$ cat config.mk
export PLATFORM = sky130hd
export DESIGN_NAME = bg_scaled_mapper
export DESIGN_NICKNAME = d
export VERILOG_FILES = /design/src/rtl/bg_mapper_pkg.sv /design/src/rtl/bg_axis_dda.sv /design/src/rtl/bg_scaled_mapper.sv
export SDC_FILE = /design/constraint.sdc
export NUM_CORES = 1
export LEC_CHECK = 0
export ABC_AREA = 1
export CAP_MARGIN = 20
export CORE_AREA = 2 2 134 136
export DETAILED_ROUTE_END_ITERATION = 6
export DIE_AREA = 0 0 136 138
export PLACE_DENSITY = 0.68
export SYNTH_ARGS = -nofsm -noshare
export SYNTH_HDL_FRONTEND = slang
export SYNTH_SLANG_ARGS = --single-unit
$ cat constraint.sdc
create_clock -name vga_clk -period 8.2 [get_ports vga_clk]
set_clock_uncertainty 0.2 [all_clocks]
set_input_delay 1.64 -clock vga_clk [delete_from_list [all_inputs] [get_ports vga_clk]]
set_output_delay 1.64 -clock vga_clk [all_outputs]
set_load 0.1 [all_outputs]
$ cat src/rtl/bg_mapper_pkg.sv
// Shared types and width helpers for the scaled background mapper.
// Widths are derived from the scaling ratios so the datapath sizes itself per level.
package bg_mapper_pkg;

  typedef enum logic [1:0] {
    SHOWN,
    FADE_OUT,
    DARK,
    FADE_IN
  } fade_state_t;

  // The accumulator holds acc+SRC with acc < DST and SRC <= DST, so it never reaches 2*DST.
  function automatic int dda_acc_width(input int dst);
    return (dst < 1) ? 1 : $clog2(2 * dst);
  endfunction

  function automatic int count_width(input int n);
    return (n <= 2) ? 1 : $clog2(n);
  endfunction

  function automatic int max_level(input int colorW);
    return (1 << colorW) - 1;
  endfunction

endpackage

$ cat src/rtl/bg_axis_dda.sv
// One-axis DDA: maps a destination coordinate stream onto source texel indices.
// o_idx reflects this cycle's clear/step so the caller can register the address directly.
module bg_axis_dda
  import bg_mapper_pkg::*;
#(
  parameter int SRC   = 105,
  parameter int DST   = 640,
  parameter int OUT_W = 15
) (
  input  logic             i_clk,
  input  logic             i_rst_n,
  input  logic             i_clear,
  input  logic             i_step,
  output logic [OUT_W-1:0] o_idx,
  output logic             o_inc
);

  localparam int ACC_W = dda_acc_width(DST);
  localparam logic [ACC_W-1:0] SRC_L = ACC_W'(SRC);
  localparam logic [ACC_W-1:0] DST_L = ACC_W'(DST);

  logic [ACC_W-1:0] r_acc;
  logic [ACC_W-1:0] w_accNext;
  logic [ACC_W-1:0] w_sum;
  logic [OUT_W-1:0] r_idx;
  logic [OUT_W-1:0] w_idxNext;

  always_comb begin
    w_sum     = r_acc + SRC_L;
    w_accNext = r_acc;
    w_idxNext = r_idx;
    o_inc     = 1'b0;
    if (i_clear) begin
      w_accNext = '0;
      w_idxNext = '0;
    end else if (i_step) begin
      if (w_sum >= DST_L) begin
        w_accNext = w_sum - DST_L;
        w_idxNext = r_idx + OUT_W'(1);
        o_inc     = 1'b1;
      end else begin
        w_accNext = w_sum;
      end
    end
  end

  always_ff @(posedge i_clk) begin
    if (!i_rst_n) begin
      r_acc <= '0;
      r_idx <= '0;
    end else begin
      r_acc <= w_accNext;
      r_idx <= w_idxNext;
    end
  end

  assign o_idx = w_idxNext;

endmodule

$ cat src/rtl/bg_scaled_mapper.sv
// Scales an indexed ROM image onto the raster with per-axis DDAs, aligns blank to ROM latency,
// and applies a frame-stepped fade between full brightness and black.
module bg_scaled_mapper
  import bg_mapper_pkg::*;
#(
  parameter int IMG_W       = 105,
  parameter int IMG_H       = 117,
  parameter int SCREEN_W    = 640,
  parameter int SCREEN_H    = 480,
  parameter int ADDR_W      = 15,
  parameter int IDX_W       = 4,
  parameter int COLOR_W     = 4,
  parameter int ROM_LAT     = 1,
  parameter int FADE_FRAMES = 2
) (
  input  logic               vga_clk,
  input  logic               reset_n,
  input  logic [9:0]         DrawX,
  input  logic [9:0]         DrawY,
  input  logic               blank,
  output logic [ADDR_W-1:0]  rom_address,
  input  logic [IDX_W-1:0]   rom_q,
  output logic [IDX_W-1:0]   pal_index,
  input  logic [COLOR_W-1:0] pal_red,
  input  logic [COLOR_W-1:0] pal_green,
  input  logic [COLOR_W-1:0] pal_blue,
  input  logic               fade_start,
  input  logic               fade_dir,
  output logic               fade_busy,
  output logic               fade_done,
  output logic [COLOR_W-1:0] red,
  output logic [COLOR_W-1:0] green,
  output logic [COLOR_W-1:0] blue
);

  localparam int PIPE_LAT = ROM_LAT + 2;
  localparam int DLY      = PIPE_LAT - 1;
  localparam int CNT_W    = count_width(FADE_FRAMES);
  localparam logic [10:0]        SW_L     = 11'(SCREEN_W);
  localparam logic [10:0]        SH_L     = 11'(SCREEN_H);
  localparam logic [ADDR_W-1:0]  IMG_W_L  = ADDR_W'(IMG_W);
  localparam logic [COLOR_W-1:0] MAX_L    = COLOR_W'(max_level(COLOR_W));
  localparam logic [CNT_W-1:0]   CNT_LAST = CNT_W'(FADE_FRAMES - 1);

  logic w_xOn, w_yOn, w_onScreen, w_lineStart, w_frameTick;
  logic w_rowClear, w_rowStep, w_colInc, w_rowInc;
  logic [ADDR_W-1:0] w_colIdx, w_rowIdx, w_rowBaseNext, r_rowBase;
  logic [9:0] r_prevY;
  logic [DLY-1:0] r_visPipe;
  fade_state_t r_state, w_stateNext;
  logic [COLOR_W-1:0] r_level, w_levelNext;
  logic [CNT_W-1:0] r_frameCnt, w_frameCntNext;
  logic r_fadeDone, w_doneNext;
  logic w_unused;

  assign w_xOn       = {1'b0, DrawX} < SW_L;
  assign w_yOn       = {1'b0, DrawY} < SH_L;
  assign w_onScreen  = w_xOn && w_yOn;
  assign w_lineStart = (DrawX == 10'd0);
  assign w_frameTick = w_lineStart && (DrawY == 10'd0);
  assign w_rowClear  = (DrawY == 10'd0);
  assign w_rowStep   = w_lineStart && w_yOn && (DrawY != r_prevY);

  bg_axis_dda #(.SRC(IMG_W), .DST(SCREEN_W), .OUT_W(ADDR_W)) u_colDda (
    .i_clk  (vga_clk),
    .i_rst_n(reset_n),
    .i_clear(w_lineStart),
    .i_step (w_onScreen && !w_lineStart),
    .o_idx  (w_colIdx),
    .o_inc  (w_colInc)
  );

  bg_axis_dda #(.SRC(IMG_H), .DST(SCREEN_H), .OUT_W(ADDR_W)) u_rowDda (
    .i_clk  (vga_clk),
    .i_rst_n(reset_n),
    .i_clear(w_rowClear),
    .i_step (w_rowStep),
    .o_idx  (w_rowIdx),
    .o_inc  (w_rowInc)
  );

  assign w_unused  = &{1'b0, w_colInc, w_rowIdx};
  assign pal_index = rom_q;

  // Row base tracks row*IMG_W by accumulation, in step with the row DDA.
  always_comb begin
    w_rowBaseNext = r_rowBase;
    if (w_rowClear) begin
      w_rowBaseNext = '0;
    end else if (w_rowInc) begin
      w_rowBaseNext = r_rowBase + IMG_W_L;
    end
  end

  always_ff @(posedge vga_clk) begin
    if (!reset_n) begin
      rom_address <= '0;
      r_rowBase   <= '0;
      r_prevY     <= '0;
      r_visPipe   <= '0;
    end else begin
      r_rowBase   <= w_rowBaseNext;
      rom_address <= w_onScreen ? (w_colIdx + w_rowBaseNext) : '0;
      r_visPipe   <= {r_visPipe[DLY-2:0], blank && w_onScreen};
      if (w_lineStart) r_prevY <= DrawY;
    end
  end

  function automatic logic [COLOR_W-1:0] scale(input logic [COLOR_W-1:0] ch,
                                               input logic [COLOR_W-1:0] lvl);
    logic [2*COLOR_W-1:0] prod;
    prod = {{COLOR_W{1'b0}}, ch} * {{COLOR_W{1'b0}}, lvl};
    return (lvl == MAX_L) ? ch : prod[2*COLOR_W-1:COLOR_W];
  endfunction

  always_ff @(posedge vga_clk) begin
    if (!reset_n) begin
      red   <= '0;
      green <= '0;
      blue  <= '0;
    end else if (r_visPipe[DLY-1]) begin
      red   <= scale(pal_red, r_level);
      green <= scale(pal_green, r_level);
      blue  <= scale(pal_blue, r_level);
    end else begin
      red   <= '0;
      green <= '0;
      blue  <= '0;
    end
  end

  always_ff @(posedge vga_clk) begin
    if (!reset_n) begin
      r_state    <= SHOWN;
      r_level    <= MAX_L;
      r_frameCnt <= '0;
      r_fadeDone <= 1'b0;
    end else begin
      r_state    <= w_stateNext;
      r_level    <= w_levelNext;
      r_frameCnt <= w_frameCntNext;
      r_fadeDone <= w_doneNext;
    end
  end

  // Requests are only honoured from the opposite resting state; fades step on frame ticks.
  always_comb begin
    w_stateNext    = r_state;
    w_levelNext    = r_level;
    w_frameCntNext = r_frameCnt;
    w_doneNext     = 1'b0;
    case (r_state)
      SHOWN: if (fade_start && !fade_dir) begin
        w_stateNext    = FADE_OUT;
        w_frameCntNext = '0;
      end
      DARK: if (fade_start && fade_dir) begin
        w_stateNext    = FADE_IN;
        w_frameCntNext = '0;
      end
      FADE_OUT: if (w_frameTick) begin
        if (r_frameCnt == CNT_LAST) begin
          w_frameCntNext = '0;
          w_levelNext    = r_level - COLOR_W'(1);
          if (r_level == COLOR_W'(1)) begin
            w_stateNext = DARK;
            w_doneNext  = 1'b1;
          end
        end else begin
          w_frameCntNext = r_frameCnt + CNT_W'(1);
        end
      end
      FADE_IN: if (w_frameTick) begin
        if (r_frameCnt == CNT_LAST) begin
          w_frameCntNext = '0;
          w_levelNext    = r_level + COLOR_W'(1);
          if (r_level == MAX_L - COLOR_W'(1)) begin
            w_stateNext = SHOWN;
            w_doneNext  = 1'b1;
          end
        end else begin
          w_frameCntNext = r_frameCnt + CNT_W'(1);
        end
      end
      default: w_stateNext = SHOWN;
    endcase
  end

  assign fade_busy = (r_state == FADE_OUT) || (r_state == FADE_IN);
  assign fade_done = r_fadeDone;

endmodule
Yosys cells after proc, flatten, opt, wreduce, memory -nomap -nowiden
Cells that the tools add are included.

storage, ports and cells
  output and inout bits = 33
  bits in registers = 98

operators by class
  $mul = 3
  reductions and logical operators = 23
  $lt $le $gt $ge = 4
  multiplexer cells = 39
  equality and inequality tests = 16
  bitwise gates (word level) = 1
  add/subtract/negate cells = 10

operator list
  operator                                                              number
  2-to-1 mux 15 bit                                                     5
  2-to-1 mux 4 bit                                                      7
  multiplier 4 x 4 -> 8 bit                                             3
  logical NOT 10 bit                                                    2
  2-to-1 mux 2 bit                                                      8
  != test 2 bit (second input constant)                                 8
  adder 15 x 1 -> 15 bit (second input constant)                        1
  adder 15 bit                                                          1
  adder 15 x 7 -> 15 bit (second input constant)                        1
  2-to-1 mux 1 bit                                                      13
  adder 11 x 7 -> 11 bit (second input constant)                        1
  greater-or-equal comparator 11 x 10 -> 1 bit (second input constant)  1
  2-to-1 mux 11 bit                                                     1
  subtractor 11 x 10 -> 11 bit (second input constant)                  1
  adder 10 x 7 -> 10 bit (second input constant)                        1
  greater-or-equal comparator 10 x 9 -> 1 bit (second input constant)   1
  less-than comparator 10 bit (second input constant)                   1
  less-than comparator 10 x 9 -> 1 bit (second input constant)          1
  2-to-1 mux 10 bit                                                     1
  != test 10 bit                                                        1
  subtractor 10 x 9 -> 10 bit (second input constant)                   1
  == test 4 bit (second input constant)                                 2
  logical AND 1 bit                                                     8
  one-hot mux 2 bit (4 select lines)                                    1
  20 further kinds                                                      25

Logic depth before layout (Yosys ltp)
Gate-level depths: netlist of run 1.

  depth in word-level cells = 8
  mapped depth = 31

By module
From an unflattened synthesis of run 1, not the netlist that was laid out.

second synthesis, totals
  cells, all modules = 1,276
  area total of the unflattened synthesis = 8,381.8 sq um

by module, submodules not included
  module                  area an instance (sq um)  sequential area each (sq um)  instances  cells an instance
  bg_scaled_mapper        4,857.2                   1,241.2                       1          728
  bg_axis_dda (u_colDda)  1,791.7                   520.5                         1          276
  bg_axis_dda (u_rowDda)  1,732.9                   500.5                         1          272

Worst setup path before layout of run 1
OpenSTA, ideal clock, no wires.

  path kind = input port to flip-flop
  start = in DrawX[7]
  end = reg rom_address[10]
  setup slack = 3.355 ns
  library setup time = 0.073 ns
  arrival time = 4.572 ns
  required time = 7.927 ns
  stages on the path = 23
  path buffers = 0
  path through = or2_4 -> nor3_4 -> nand2_4 -> nor2_8 -> nand2_4 -> inv_1 -> nand2_1 -> nand2_1 -> inv_1 -> nor2_1 -> inv_1 -> fa_1 -> nor2_1 -> o21ai_0 -> nand2_1 -> a21o_1 -> nand2_1 -> nand2_1 -> nand2_1 -> nand2_1 -> a21oi_1 -> or2_2 -> a21oi_1

between the ends
  word-level cells in the longest chain between the ends = 8

RTL lines
  what                            line                     source
  start: declaration              bg_scaled_mapper.sv:18   input logic [9:0] DrawX,
  logical NOT 10 bit              bg_scaled_mapper.sv:59   assign w_lineStart = (DrawX == 10'd0);
  logical AND 1 bit (2 in a row)  bg_scaled_mapper.sv:62   assign w_rowStep = w_lineStart && w_yOn && (DrawY != r_prevY);
  2-to-1 mux 1 bit                bg_axis_dda.sv:36        end else if (i_step) begin
  2-to-1 mux 1 bit                bg_axis_dda.sv:33        if (i_clear) begin
  2-to-1 mux 15 bit               bg_scaled_mapper.sv:90   end else if (w_rowInc) begin
  2-to-1 mux 15 bit               bg_scaled_mapper.sv:88   if (w_rowClear) begin
  net w_rowBaseNext[1]            bg_scaled_mapper.sv:47   logic [ADDR_W-1:0] w_colIdx, w_rowIdx, w_rowBaseNext, r_rowBase;
  adder 15 bit                    bg_scaled_mapper.sv:103  rom_address <= w_onScreen ? (w_colIdx + w_rowBaseNext) : '0;
  end signal: assignment          bg_scaled_mapper.sv:103
  end: declaration                bg_scaled_mapper.sv:21   output logic [ADDR_W-1:0] rom_address,

The timed path passes the listed nets, and every way through them passes these cells.
A chain may end at the register's enable or synchronous reset.

Worst setup path in the final report of run 1
  start = in DrawY[8]
  end = reg rom_address[12]

RTL lines
  what                                  line                     source
  start: declaration                    bg_scaled_mapper.sv:19   input logic [9:0] DrawY,
  less-than comparator 10 x 9 -> 1 bit  bg_scaled_mapper.sv:57   assign w_yOn = {1'b0, DrawY} < SH_L;
  logical AND 1 bit                     bg_scaled_mapper.sv:58   assign w_onScreen = w_xOn && w_yOn;
  logical AND 1 bit                     bg_scaled_mapper.sv:68   .i_step (w_onScreen && !w_lineStart),
  2-to-1 mux 15 bit                     bg_axis_dda.sv:36
  2-to-1 mux 15 bit                     bg_axis_dda.sv:33
  net u_colDda.o_idx[0]                 bg_axis_dda.sv:14        output logic [OUT_W-1:0] o_idx,
  adder 15 bit                          bg_scaled_mapper.sv:103

The timed path passes the listed nets, and every way through them passes these cells.

==> results of run 1 <==
-- per-layer routing --
layer | GRT usage (%) | vias up
met5 | 0 | -
met4 | 5.811 | 0
met3 | 2.860 | 25
met2 | 28.38 | 100
met1 | 22.47 | 2739
li1 | - | 3239
-- cell usage after synthesis (all sizes together) --
cell and number:
inv 158, nand3 36, nand4 15, o22ai 3, nor4 11, a211oi 5
buf 7, nand3b 2, o211ai 2, a21o 6, ha 60, or2 10
nor2 126, nor3 15, o21bai 4, dfxtp 98, o21ai 71, o2111ai 1
o31ai 1, clkinv 4, nand2 203, a31oi 2, a21oi 72, fa 10
xnor2 10, clkbuf 19, xor2 34
-- cell type report --
class	count	share of cell area [%]
inverter	162	7.681
timing repair buffer	67	8.408
multi-input combinational	699	51.60
clock inverter	7	1.059
sequential	98	24.78
clock buffer	9	2.845
tap	229	3.619
-- worst min path at each step --
stage | start | slack [ns] | depth (start not counted) | to
after global placement | r_visPipe[0] | 0.20 | 2 | r_visPipe[1]
after global routing | r_visPipe[0] | 0.27 | 2 | r_visPipe[1]
final | r_visPipe[0] | 0.22 | 2 | r_visPipe[1]
after detailed placement | r_visPipe[0] | 0.20 | 2 | r_visPipe[1]
after floorplan | r_visPipe[0] | 0.19 | 2 | r_visPipe[1]
after CTS | r_visPipe[0] | 0.22 | 2 | r_visPipe[1]
-- registers in the layout (all words and copies together) (netlist names) --
name,flops
blue,4
fade_done,1
green,4
r_frameCnt,1
r_level,4
r_prevY,10
r_rowBase,15
r_state,2
r_visPipe,2
red,4
rom_address,15
u_colDda.r_acc,11
u_colDda.r_idx,15
u_rowDda.r_acc,10
-- stage by stage --
step / setup slack [ns] / power [W] / cells
floorplan: 3.355 / 0.0006952 / 985
global placement: 2.199 / 0.0007457 / 1255
detailed placement: 2.172 / 0.0007504 / 1255
CTS: 2.527 / 0.001204 / 1271
global route: 2.023 / 0.001255 / 1271
finish: 2.570 / 0.001194 / 1271
-- worst max-delay path: stages --
cell and delay, ns:
clkdlybuf4s50_1 0.47, inv_1 0.14, nor2_1 0.07, a21oi_2 0.22, inv_1 0.11, a21oi_2 0.23, inv_1 0.19, nor2_4 0.30
nand2_4 0.12, inv_1 0.16, nor2_1 0.07, nor3_1 0.16, ha_1 0.20, inv_1 0.06, fa_1 0.39, nor2_1 0.11
o21ai_0 0.07, nand2_1 0.09, a21o_1 0.11, nand2_1 0.04, nand2_1 0.10, nand2_1 0.06, nand2_1 0.08, a21oi_1 0.09
o21ai_0 0.20, o21ai_0 0.10, a21oi_1 0.14
-- where the power goes --
group | internal (W) | switching, W
Sequential | 0.000488 | 0.0000124
Clock | 0.000242 | 0.000212
Combinational | 0.0000959 | 0.000143
Total | 0.000827 | 0.000367
-- cell families (layout without fill, tap and decap cells) --
family,Yosys count,count (layout)
AND/OR/NAND/NOR,418,418
AO/OA/AOI/OAI,167,167
flip-flops,98,98
XOR/XNOR,44,44
buffers and inverters,188,245
adder cells (fa/ha/maj),70,70
==> results.cfg, run 1 <==
[status]
status = completed

[timing]
fin_crit_ns = 5.630
fin_crit_sh_pct = 68.66
worst_hold_slack_ns = 0.2173
finalSetupViolCount = 0
rsz0062_at_grt = no
max_freq_ghz = 0.1776
slew_headroom_pct = 35.00
drv_slew = 0
final-hold-violation-count = 0
fin_setup_tns_ns = 0
tightestPinTransition_ns = 0.9719

[die]
initial_core_util_pct = 38.65
die_w_um = 136
dieHeight_um = 138
die-area_um2 = 18770
ioPinCount = 74
rows = 49
coreArea_um2 = 17530

[placement]
globalplace.congestion = 0.9211
dp_hpwl_mm = 11.85
placed_cell_area_um2 = 7607
port_buffers = 65

[cts]
root_buffer = clkbuf_16
clock_path_buffers = 2
cts_num_sinks = 98
clock_latency_ns = 0.36
cts_tree = built
cts_setup_buffers = 0
hold_buffers = 0
cts_buffers = 9
cts.repair.resized = 0
cts.htree.levels = 3
path_clk_slew_ns = 0.07

[final_layout]
fin_nets = 1148
layout-drive-gt1-share_pct = 4.798
final_cell_mix = 198 x nand2_1, 156 x inv_1, 117 x nor2_1, 98 x dfxtp_1
n_antenna_cell = 0
syn_to_final_growth_pct = 16.82
fillerInstances = 1808
layout_commonest_cell = nand2_1
finalInstanceArea_um2 = 7916
final_core_util_pct = 45.15
seq_area_um2 = 1962
multiInputGateArea_um2 = 4085

[job]
drv_cap = 0

[logic_synthesis]
synth_top_area_share_pct = 28.95
netlist_instances = 985
synthMuxAreaShare_pct = 0
synth_area_um2 = 6776
yosysTopAreaCell = dfxtp_1
synth_top_family_by_area = simple AND/OR/NAND/NOR gates
synth_fa_ha_area_share_pct = 14.03
syn_nets = 1096
synth_warnings = 0
synth_compound_area_share_pct = 13.26
ys_seq_area_share_pct = 28.95
syn_area_per_cell_um2 = 6.880
synthSimpleGateAreaFrac_pct = 27.31
yosys-top-cells-area = dfxtp_1 29%, ha_1 11%, nand2_1 11%
synth_xor_area_share_pct = 5.687
yosysUniqueCellTypes = 43
synth-seq-cells = 98

[global_route]
grt_max_degree = 34
gr-total-overflow = 0
grt_usage_pct = 17.12
antenna_found_initial = 0
grt_first_pass_wirelength_mm = 26.34
grt_pass1_vias = 5750

[critical_path]
cp.arrival_ns = 5.73
startpoint = DrawY[8]
crit_path_end_kind = flop
worstReg2RegEnd = rom_address[12]
reg2reg_depth = 31
cp.required_ns = 8.30
start_kind = primary input
cp_max_fo = 14
cp-endpoint = rom_address[12]
path_class = primary input to flop
reg2reg_setup_slack_ns = 3.79
r2r_start = u_colDda.r_acc[0]

[drt]
dr.pass1.iters = 4
routedWlPerCell_um = 12.20
routed.top_layer = met4
drt-met1-wl_mm = 7.429
avgViaCountPerCell = 4.802
met2_length_mm = 7.189
dr.first_iter.drc_count = 355
routed_wl_mm = 15.50
vias = 6103
drtAntennaViolNets = 0
drc = 0
wl_met3_um = 541

[power_and_ir_drop]
power_density_nw_per_um2 = 150.8
power.leakage_nw = 3.860
vdd_drop_max_mv = 0.1013

[min_path]
hp-class = flop to flop
Power figures use the tool's default switching activity.
==> run 2, diff against run 1 <==
==> constraint.sdc (replaced) <==
create_clock -name vga_clk -period 5.45 [get_ports vga_clk]
set_clock_uncertainty 0.2 [all_clocks]
set_input_delay 1.09 -clock vga_clk [delete_from_list [all_inputs] [get_ports vga_clk]]
set_output_delay 1.09 -clock vga_clk [all_outputs]
set_load 0.1 [all_outputs]
==> run 2 against run 1 <==
  * Global-route usage shrank 0.064 points
  * Sequential share of layout area decreased by 0.086 points
  * First-iteration DRC count decreased by 14%
  * Die area stayed put
  * Combinational power increased by 50%
  * Via count increased by 0.41%
  * Clock power up 46%
  * Routed wire length barely moved
  * Power increased by 49%
  * Final area grew 0.35%
  * Register-to-register slack got worse by 2.8 ns
==> results.cfg, run 2 (same netlist as run 1, synthesis figures left out) <==
[job]
drv_cap = 0

[die]
ioPinCount = 74
dieHeight_um = 138
initial_core_util_pct = 38.65
die_w_um = 136
die-area_um2 = 18770
rows = 49
coreArea_um2 = 17530

[global_route]
grt-busiest-layer = met2
grt_max_degree = 33
grtUsageMet3_pct = 2.494
use_met1_pct = 21.97
grt_usage_pct = 17.06
gr-total-overflow = 0
met2_usage_pct = 28.67
grt_pass1_vias = 5785
antenna_found_initial = 0
grt_first_pass_wirelength_mm = 26.27

[power_and_ir_drop]
power_density_nw_per_um2 = 223.6
power.leakage_nw = 3.881
vdd_drop_max_mv = 0.2085

[timing]
fin_crit_sh_pct = 88.41
final-hold-violation-count = 0
rsz0062_at_grt = no
tightestPinTransition_ns = 0.9764
finalSetupViolCount = 0
max_freq_ghz = 0.2075
fin_crit_ns = 4.818
slew_headroom_pct = 34.71
timing.final.ws_setup_ns = 0.6318
worst_hold_slack_ns = 0.2102
fin_setup_tns_ns = 0
drv_slew = 0

[placement]
preCtsSetupSlack_ns = 0.2898
dp_hpwl_mm = 11.79
port_buffers = 65
placed_cell_area_um2 = 7637
globalplace.congestion = 0.9158

[cts]
clock_latency_ns = 0.36
cts_buffers = 9
cts_num_sinks = 98
cts_tree = built
root_buffer = clkbuf_16
cts.htree.levels = 3
path_clk_slew_ns = 0.08
hold_buffers = 0
cts.repair.resized = 0
clock_path_buffers = 2
cts_setup_buffers = 0

[critical_path]
cp.arrival_ns = 4.92
crit_path_end_kind = flop
path_class = primary input to flop
start_kind = primary input
cp_max_fo = 7
cp.required_ns = 5.55

[status]
status = completed

[final_layout]
syn_to_final_growth_pct = 17.23
finalInstanceArea_um2 = 7944
fin_nets = 1152
final_cell_mix = 198 x nand2_1, 156 x inv_1, 117 x nor2_1, 98 x dfxtp_1
reg.largest.list = r_rowBase x15, rom_address x15, u_colDda.r_idx x15
layout_commonest_cell = nand2_1
final_core_util_pct = 45.30
layout-drive-gt1-share_pct = 5.163
n_antenna_cell = 0

[drt]
avgViaCountPerCell = 4.806
routedWlPerCell_um = 12.15
dr.first_iter.drc_count = 304
dr.pass1.iters = 6
vias = 6128
routed_wl_mm = 15.49
drc = 0
drtAntennaViolNets = 0

[min_path]
hp-class = flop to flop
## run 2: changes by cell type in the layout (fill, tap and decap cells not counted), sizes merged
| cell | before | now |
|---|---|---|
| buf | 2 | 6 |
| clkinvlp | 1 | 0 |
| bufinv | 1 | 0 |
| inv | 161 | 163 |
## run 2: metrics by stage
| stage | cells | power [W] |
|---|---|---|
| floorplan | 985 | 0.001046 |
| global placement | 1259 | 0.001124 |
| detailed placement | 1259 | 0.001131 |
| CTS | 1275 | 0.001803 |
| global route | 1275 | 0.001883 |
| finish | 1275 | 0.001777 |
## run 2: worst max-delay path, cell delays in order
cell	delay, ns
clkdlybuf4s50_1	0.47
inv_1	0.14
nor2_1	0.07
a21oi_2	0.21
inv_1	0.07
a21oi_2	0.19
inv_1	0.17
nor2_4	0.14
nand2_4	0.08
inv_1	0.15
nor2_1	0.07
nor3_1	0.14
ha_1	0.19
inv_1	0.06
fa_1	0.39
nor2_1	0.11
o21ai_0	0.07
nand2_1	0.10
a21o_1	0.11
nand2_1	0.04
nand2_1	0.11
nand2_1	0.06
nand2_1	0.09
a21oi_1	0.10
o21ai_0	0.23
o21ai_0	0.11
a21oi_1	0.15
## run 2: layer usage
metal | vias to the layer above | wire [um]
met1 | 2741 | 7236
li1 | 3250 | -
met4 | 0 | 278
met2 | 116 | 7372
met5 | - | 0
met3 | 21 | 603
## run 2: power by group
group	switching [W]	total [W]	leakage, nW	internal (W)
Combinational	0.000214	0.000359	2.94	0.000145
Sequential	0.0000194	0.000754	0.793	0.000735
Clock	0.000334	0.000663	0.150	0.000330
Total	0.000568	0.00178	3.88	0.00121
## run 2: layout make-up
type / instances / area, um^2
flip-flops and latches: 98 / 1962
inverters: 162 / 608.1
well taps: 229 / 286.5
multi-input cells: 699 / 4085
fillers: 1818 / 9590
clock inverters: 7 / 81.33
repair buffers: 71 / 695.7
clock buffers: 9 / 225.2
## run 2: path summary, 6_finish.rpt
check        slack, ns  cells past startpoint               to              start
max               0.63                     27  rom_address[12]           DrawY[8]
min               0.21                      2     r_visPipe[1]       r_visPipe[0]
max reg2reg       0.99                     31  rom_address[12]  u_colDda.r_acc[0]
min reg2reg       0.21                      2     r_visPipe[1]       r_visPipe[0]
==> run 3, diff against run 2 <==
--- a/config.mk
+++ b/config.mk
@@ -7,9 +7,9 @@
 export LEC_CHECK = 0
 export ABC_AREA = 1
 export CAP_MARGIN = 20
-export CORE_AREA = 2 2 134 136
+export CORE_AREA = 5 5 137 139
 export DETAILED_ROUTE_END_ITERATION = 6
-export DIE_AREA = 0 0 136 138
+export DIE_AREA = 0 0 142 144
 export PLACE_DENSITY = 0.68
 export SYNTH_ARGS = -nofsm -noshare
 export SYNTH_HDL_FRONTEND = slang
==> run 3 against run 2 <==
  * Final area hardly changed
  * Hold slack worse by 0.0033 ns
  * Sequential share of layout area hardly changed
  * Sequential cell count stayed put
  * Worst setup slack worse by 0.085 ns
  * Fmax is 1.7% lower
  * Clock-buffer cell count stayed put
  * Final cell count hardly changed
  * Largest cell class unchanged
  * Highest routed layer unchanged
==> results.cfg, run 3 (same netlist as run 1, synthesis figures left out) <==
[status]
status = completed

[placement]
placed_cell_area_um2 = 7645
dp.cells = 1260
globalplace.congestion = 0.8462
port_buffers = 65
dp_hpwl_mm = 11.87

[cts]
cts.htree.levels = 3
cts_tree = built
cts_buffers = 9
hold_buffers = 0
clock_path_buffers = 2
clock_latency_ns = 0.36
cts.repair.resized = 0
cts_setup_buffers = 0
path_clk_slew_ns = 0.08
cts_num_sinks = 98
root_buffer = clkbuf_16

[critical_path]
cp.required_ns = 5.55
start_kind = primary input
reg2reg_depth = 31
crit_path_end_kind = flop
cp.arrival_ns = 5.01
worstReg2RegEnd = rom_address[12]
cp_max_fo = 7
startpoint = DrawY[8]
reg2reg_setup_slack_ns = 1.02
path_class = primary input to flop
cp-endpoint = rom_address[12]
r2r_start = u_colDda.r_acc[0]

[timing]
finalSetupViolCount = 0
fin_crit_ns = 4.903
rsz0062_at_grt = no
fin_crit_sh_pct = 89.96
tightestPinTransition_ns = 0.9765
worst_hold_slack_ns = 0.2069
max_freq_ghz = 0.2040
slew_headroom_pct = 34.70
fin_setup_tns_ns = 0
final-hold-violation-count = 0
drv_slew = 0

[power_and_ir_drop]
pwr-share-comb_pct = 20.3
vdd_drop_max_mv = 0.1590
p_int_w = 0.001207
finalPower_w = 0.001771
power_switching_w = 0.0005632
power.leakage_nw = 3.884
power_density_nw_per_um2 = 222.8
clkPwrFrac_pct = 37.2
switching_share_pct = 31.81
p_seq_share_pct = 42.5

[final_layout]
layout-drive-gt1-share_pct = 5.253
seq_area_um2 = 1962
syn_to_final_growth_pct = 17.26
finalInstanceArea_um2 = 7946
final_cell_mix = 198 x nand2_1, 156 x inv_1, 117 x nor2_1, 98 x dfxtp_1
n_antenna_cell = 0
layout_commonest_cell = nand2_1
fillerInstances = 1834
final_cells = 1276
fin_nets = 1153
multiInputGateArea_um2 = 4085
reg.largest.list = r_rowBase x15, rom_address x15, u_colDda.r_idx x15

[global_route]
grt_max_degree = 32
grt_pass1_vias = 5769
grt_usage_pct = 15.57
grtUsageMet3_pct = 2.546
antenna_found_initial = 0
grt_first_pass_wirelength_mm = 26.26
use_met1_pct = 20.32
grt-busiest-layer = met2
met2_usage_pct = 26.29
gr-total-overflow = 0

[die]
rows = 49
ioPinCount = 74
die-area_um2 = 20450
initial_core_util_pct = 38.65
die_w_um = 142
coreArea_um2 = 17530
dieHeight_um = 144

[job]
drv_cap = 0

[drt]
vias = 6164
routed_wl_mm = 15.51
avgViaCountPerCell = 4.831
dr.first_iter.drc_count = 291
drtAntennaViolNets = 0
dr.pass1.iters = 5
routedWlPerCell_um = 12.15
drc = 0

[min_path]
hp-class = flop to flop
## run 3: cell count changes in the layout (fill, tap and decap cells not counted)
cell | previous run | this run
buf_4 | 6 | 7
clkinv_4 | 0 | 1
clkinv_8 | 2 | 1
inv_6 | 3 | 2
inv_8 | 2 | 3
## run 3: worst max-delay path, cell delays in order
cell and delay (ns):
clkdlybuf4s50_1 0.48, inv_1 0.14, nor2_1 0.07, a21oi_2 0.21, inv_1 0.11, a21oi_2 0.22, inv_1 0.19, nor2_4 0.15
nand2_4 0.09, inv_1 0.15, nor2_1 0.07, nor3_1 0.14, ha_1 0.19, inv_1 0.06, fa_1 0.39, nor2_1 0.11
o21ai_0 0.08, nand2_1 0.10, a21o_1 0.11, nand2_1 0.04, nand2_1 0.10, nand2_1 0.06, nand2_1 0.09, a21oi_1 0.10
o21ai_0 0.22, o21ai_0 0.11, a21oi_1 0.14
## run 3: through the flow
step	setup slack (ns)	utilization [%]
after global placement	0.3696	43.60
after global routing	0.1365	45.32
after CTS	0.6062	45.32
final	0.5472	45.32
after detailed placement	0.2380	43.60
after floorplan	1.155	-
## run 3: power groups by stage
stage / clock (W) / combinational (W) / sequential (W)
detailed placement: 0 / 0.000361 / 0.000770
global route: 0.000708 / 0.000416 / 0.000756
global placement: 0 / 0.000353 / 0.000769
CTS: 0.000681 / 0.000363 / 0.000753
finish: 0.000659 / 0.000359 / 0.000753
floorplan: 0 / 0.000269 / 0.000777
## run 3: metal layers
metal  wire length, um  vias up
met5                 0        -
met4               292        0
met3               584       20
met2              7160      105
met1              7470     2783
li1                  -     3256
## run 3: worst min path at each step
stage,from,to,slack [ns],depth (start not counted)
3_5_place_dp,r_visPipe[0],r_visPipe[1],0.20,2
5_1_grt,r_visPipe[0],r_visPipe[1],0.23,2
3_3_place_gp,r_visPipe[0],r_visPipe[1],0.20,2
2_1_floorplan,r_visPipe[0],r_visPipe[1],0.19,2
4_1_cts,r_visPipe[0],r_visPipe[1],0.21,2
6_report,r_visPipe[0],r_visPipe[1],0.21,2
## run 3: area by class of cell
cell class,count,area share (%)
clock inverters,7,0.9605
repair buffers,72,8.849
clock buffers,9,2.834
flip-flops and latches,98,24.69
well taps,229,3.606
multi-input cells,699,51.41
inverters,162,7.652
==> variant 1 (flow settings as in run 1) <==
Take the reset off `rom_address` and load it in a clocked block of its own.
--- a/src/rtl/bg_scaled_mapper.sv
+++ b/src/rtl/bg_scaled_mapper.sv
@@ -95,5 +95,4 @@
   always_ff @(posedge vga_clk) begin
     if (!reset_n) begin
-      rom_address <= '0;
       r_rowBase   <= '0;
       r_prevY     <= '0;
@@ -101,8 +100,11 @@
     end else begin
       r_rowBase   <= w_rowBaseNext;
-      rom_address <= w_onScreen ? (w_colIdx + w_rowBaseNext) : '0;
       r_visPipe   <= {r_visPipe[DLY-2:0], blank && w_onScreen};
       if (w_lineStart) r_prevY <= DrawY;
     end
+  end
+
+  always_ff @(posedge vga_clk) begin
+    rom_address <= w_onScreen ? (w_colIdx + w_rowBaseNext) : '0;
   end
 
Check against the original RTL: differs if reset_n is asserted again (counterexample within 10 cycles, from zero or initial values and one cycle with reset_n low); with reset_n held inactive, the same outputs for 10 cycles.
==> variant 1 against run 1 <==
Wire length is 3.0% higher. First-iteration DRC count down 5.6%. Final area up 0.95%. Sequential cell count unchanged. Worst hold slack got worse by 0.0039 ns. Area after synthesis increased by 1.6%. Die area unchanged. Total power decreased by 4.4%. Setup slack worse by 0.19 ns. Largest cell class unchanged.
==> variant 1: results (changes against run 1) <==
stage	metric	value	unit	change
worst_setup_path	flop-to-flop setup slack	3.89	ns	+0.10 ns
run_status	run status	complete, no violations		
route	DRT Pass-1 Iters	5		+1
worst_setup_path	reg-to-reg endpoint	rom_address[11]		
placement	placed cell areas	7710	µm²	+1.4%
synth	post-synthesis sequential area ratio	28.5	%	-0.44 points
finish	layout cells sized above 1	5.06	%	+0.26 points
sta	clock period minus worst slack	5.82	ns	+0.185 ns
placement	Final HPWL DP	12300	µm	+3.8%
placement	GPL Wtd Cong	0.851		-7.6%
power	P_int	0.793	mW	-4.1%
route	initial detailed-routing violation count	335		-5.6%
grt	largest net degree at the start of global routing	28		-18%
power	Worst IR Drop VDD	104	µV	+2.8%
finish	fill cell total of the finished layout	1812		+0.22%
clock_tree	CTS max path bufs	2		unchanged
worst_setup_path	FF-to-FF path depth	33		+6.5%
worst_setup_path	CP arrival	5.91	ns	+0.18 ns
sta	slew margin rel.	33.8	%	-1.2 points
grt	vias in the first global route	5831		+1.4%
synth	syn_nets	1123		+2.5%
synth	most frequent cells after synthesis	203 x nand2_1, 149 x inv_1, 148 x nor2_1		
grt	first-pass GRT wire length	26600	µm	+1.0%
route	DRT Wirelength	16000	µm	+3.0%
route	vias per std cell	4.88		+1.6%
clock_tree	H-tree level count	3		unchanged
worst_setup_path	CP max FO	17		+3
grt	total track usage	17.3	%	+0.17 points
hold_path	Worst Hold End	r_visPipe[1]		
clock_tree	worst-skew pair later-pin latency	0.35	ns	
finish	Final nets	1174		+2.3%
placement	Post-Place Worst Slack	2.07	ns	-0.106 ns
synth	top post-synthesis cells by area	dfxtp_1 29%, nand2_1 11%, ha_1 11%		
==> variant 1: cell types whose count changed after synthesis, sizes merged, moves of 5 or more <==
cell,before,now
o21ai,71,77
nor2,126,155
nor4,11,4
nand3,36,44
a21oi,72,56
or2,10,5
==> variant 1: cells by family (layout without fill, tap and decap cells) <==
family                     Yosys count  after routing  share of synthesized area, %
DFF                                 98             98                          28.5
buffers and inverters              188            244                          10.5
and+or+nand+nor                    452            452                          28.8
xor gates and xnor gates            43             43                          5.47
adders and majority gates           70             70                          13.8
AOI/OAI and AO/OA                  161            161                          12.9
==> variant 1: how the worst max path moves through the flow <==
stage	startpoint	end	depth (start not counted)
6_report	DrawY[7]	rom_address[11]	25
5_1_grt	DrawY[7]	rom_address[11]	25
4_1_cts	DrawY[7]	rom_address[11]	25
3_5_place_dp	DrawY[7]	rom_address[11]	25
3_3_place_gp	DrawY[7]	rom_address[11]	25
2_1_floorplan	DrawX[7]	rom_address[11]	22
==> variant 1: power by group through the flow <==
stage | logic [mW] | registers (mW) | clock network (mW)
after floorplan | 0.174 | 0.514 | 0
after global placement | 0.228 | 0.508 | 0
after detailed placement | 0.234 | 0.509 | 0
after CTS | 0.236 | 0.497 | 0.423
after global routing | 0.270 | 0.499 | 0.440
final | 0.235 | 0.497 | 0.409
==> variant 1: metrics by stage <==
| stage | cells | utilization [%] |
|---|---|---|
| floorplan | 1012 | - |
| global placement | 1281 | 44.0 |
| detailed placement | 1281 | 44.0 |
| CTS | 1297 | 45.6 |
| global route | 1297 | 45.6 |
| finish | 1297 | 45.6 |
==> variant 1: per-layer routing <==
metal / track usage, % / share of wire [%]
met1: 21.5 / 46
met2: 30.0 / 49
met3: 4.18 / 4.5
met4: 4.06 / 1.3
met5: 0 / 0
==> variant 1: layout make-up <==
type	instances	area, µm²	area share, %
tap	229	287	3.59
clock buffer	10	239	2.99
clock inverter	6	40.0	0.501
inverter	161	604	7.56
multi-input combinational	726	4190	52.5
sequential	98	1960	24.5
timing repair buffer	67	666	8.33
==> variant 1: worst max-delay path: stages <==
cell and delay (ns):
clkdlybuf4s50_1 0.49, nand4_1 0.18, nand2_1 0.13, a21oi_4 0.42, inv_2 0.17, nor2_1 0.66, nand2_4 0.18, inv_2 0.13
nand2_1 0.05, nand2_1 0.05, o21ai_0 0.09, nor2_1 0.10, ha_1 0.28, a21oi_1 0.15, nand2_1 0.09, nand2_1 0.06
nand2_1 0.05, a21oi_1 0.28, o21ai_0 0.12, inv_1 0.10, o21a_1 0.14, o21ai_0 0.10, nand2_1 0.08, nand2_1 0.04
nor2_1 0.09
==> variant 2 (config.mk and constraints of run 1) <==
Without the edit above. Change the parameter `COLOR_W` from 4 to 5.
--- a/src/rtl/bg_scaled_mapper.sv
+++ b/src/rtl/bg_scaled_mapper.sv
@@ -10,5 +10,5 @@
   parameter int ADDR_W      = 15,
   parameter int IDX_W       = 4,
-  parameter int COLOR_W     = 4,
+  parameter int COLOR_W     = 5,
   parameter int ROM_LAT     = 1,
   parameter int FADE_FRAMES = 2
Ports: changed (6 resized); port bits go from 74 to 80. The function was not compared with the original's and may differ.
==> variant 2 against run 1 <==
Synthesized cell count is 18% higher. Sequential power grew 4%. Via count is 18% higher. Register-to-register slack improved by 0.07 ns. Wire length up 16%. Setup slack gained 0.072 ns. Final cell count is 14% higher. Total power rose by 13%. Critical path type unchanged. Critical path depth shrank 6. Final area rose by 16%. Area after synthesis grew 18%. Sequential share of layout area fell by 2.5 points. Non-clock buffer count increased by 6. Sequential cell count grew 4.
==> variant 2: results (changes against run 1) <==
stage	metric	value	unit	change
grt	GRT met2 Usage	32.5	%	+4.2 points
synth	Cell variety after synth	48		+12%
power	P_int	0.882	mW	+6.7%
power	sequential fraction of design power	38.7	%	-3.2 points
synth	top post-synthesis cells by area	dfxtp_1 26%, ha_1 12%, nand2_1 11%		
power	Switching Share	34.4	%	+3.6 points
worst_setup_path	delay-heaviest family, CP	compound AO/OA/AOI/OAI gates		
run_status	run status	complete, no violations		
route	met3 routed WL	624	µm	+15%
synth	most frequent cells after synthesis	235 x nand2_1, 192 x inv_1, 155 x nor2_1		
grt	largest net degree at the start of global routing	33		-2.9%
placement	Post-Place Worst Slack	2.32	ns	+0.152 ns
grt	M3 GR Usage	2.31	%	-0.55 points
finish	fill cell total of the finished layout	1738		-3.9%
power	static leakage	4.55	nW	+18%
synth	complex-gate fraction of the synthesized area	12.2	%	-1.0 points
finish	Final nets	1367		+19%
worst_setup_path	Crit path largest cell delay	0.42	ns	-0.05 ns
placement	Final HPWL DP	13700	µm	+16%
synth	adder-cell share of the synthesized area	18.6	%	+4.6 points
grt	total track usage	19.8	%	+2.7 points
power	Comb pwr share	30.5	%	+10 points
sta	slew margin rel.	34.4	%	-0.64 points
finish	layout cells sized above 1	4.90	%	+0.10 points
synth	syn_nets	1315		+20%
grt	GRT met1 Usage	27.0	%	+4.5 points
variant 2: cell count changes after synthesis, moves of 12 or more:
cell	delta
a21oi_1	-12
inv_1	+36
nand2_1	+37
fa_1	+15
nor2_1	+38
nand3_1	+15
ha_1	+19
variant 2: final timing paths:
| path | startpoint | end | slack [ns] | cells after the start |
|---|---|---|---|---|
| worst max-delay path | DrawX[8] | rom_address[12] | 2.64 | 21 |
| worst min-delay path | r_visPipe[0] | r_visPipe[1] | 0.23 | 2 |
| worst max register to register | u_colDda.r_acc[0] | rom_address[11] | 3.86 | 29 |
| worst min register to register | r_visPipe[0] | r_visPipe[1] | 0.23 | 2 |
variant 2: area by class of cell:
class                      instances  area [µm²]  share of cell area [%]
tap                              229         287                    3.13
clock buffer                      11         233                    2.55
multi-input combinational        832        5050                    55.3
sequential                       102        2040                    22.3
clock inverter                     5        41.3                   0.452
inverter                         201         762                    8.33
timing repair buffer              73         726                    7.94
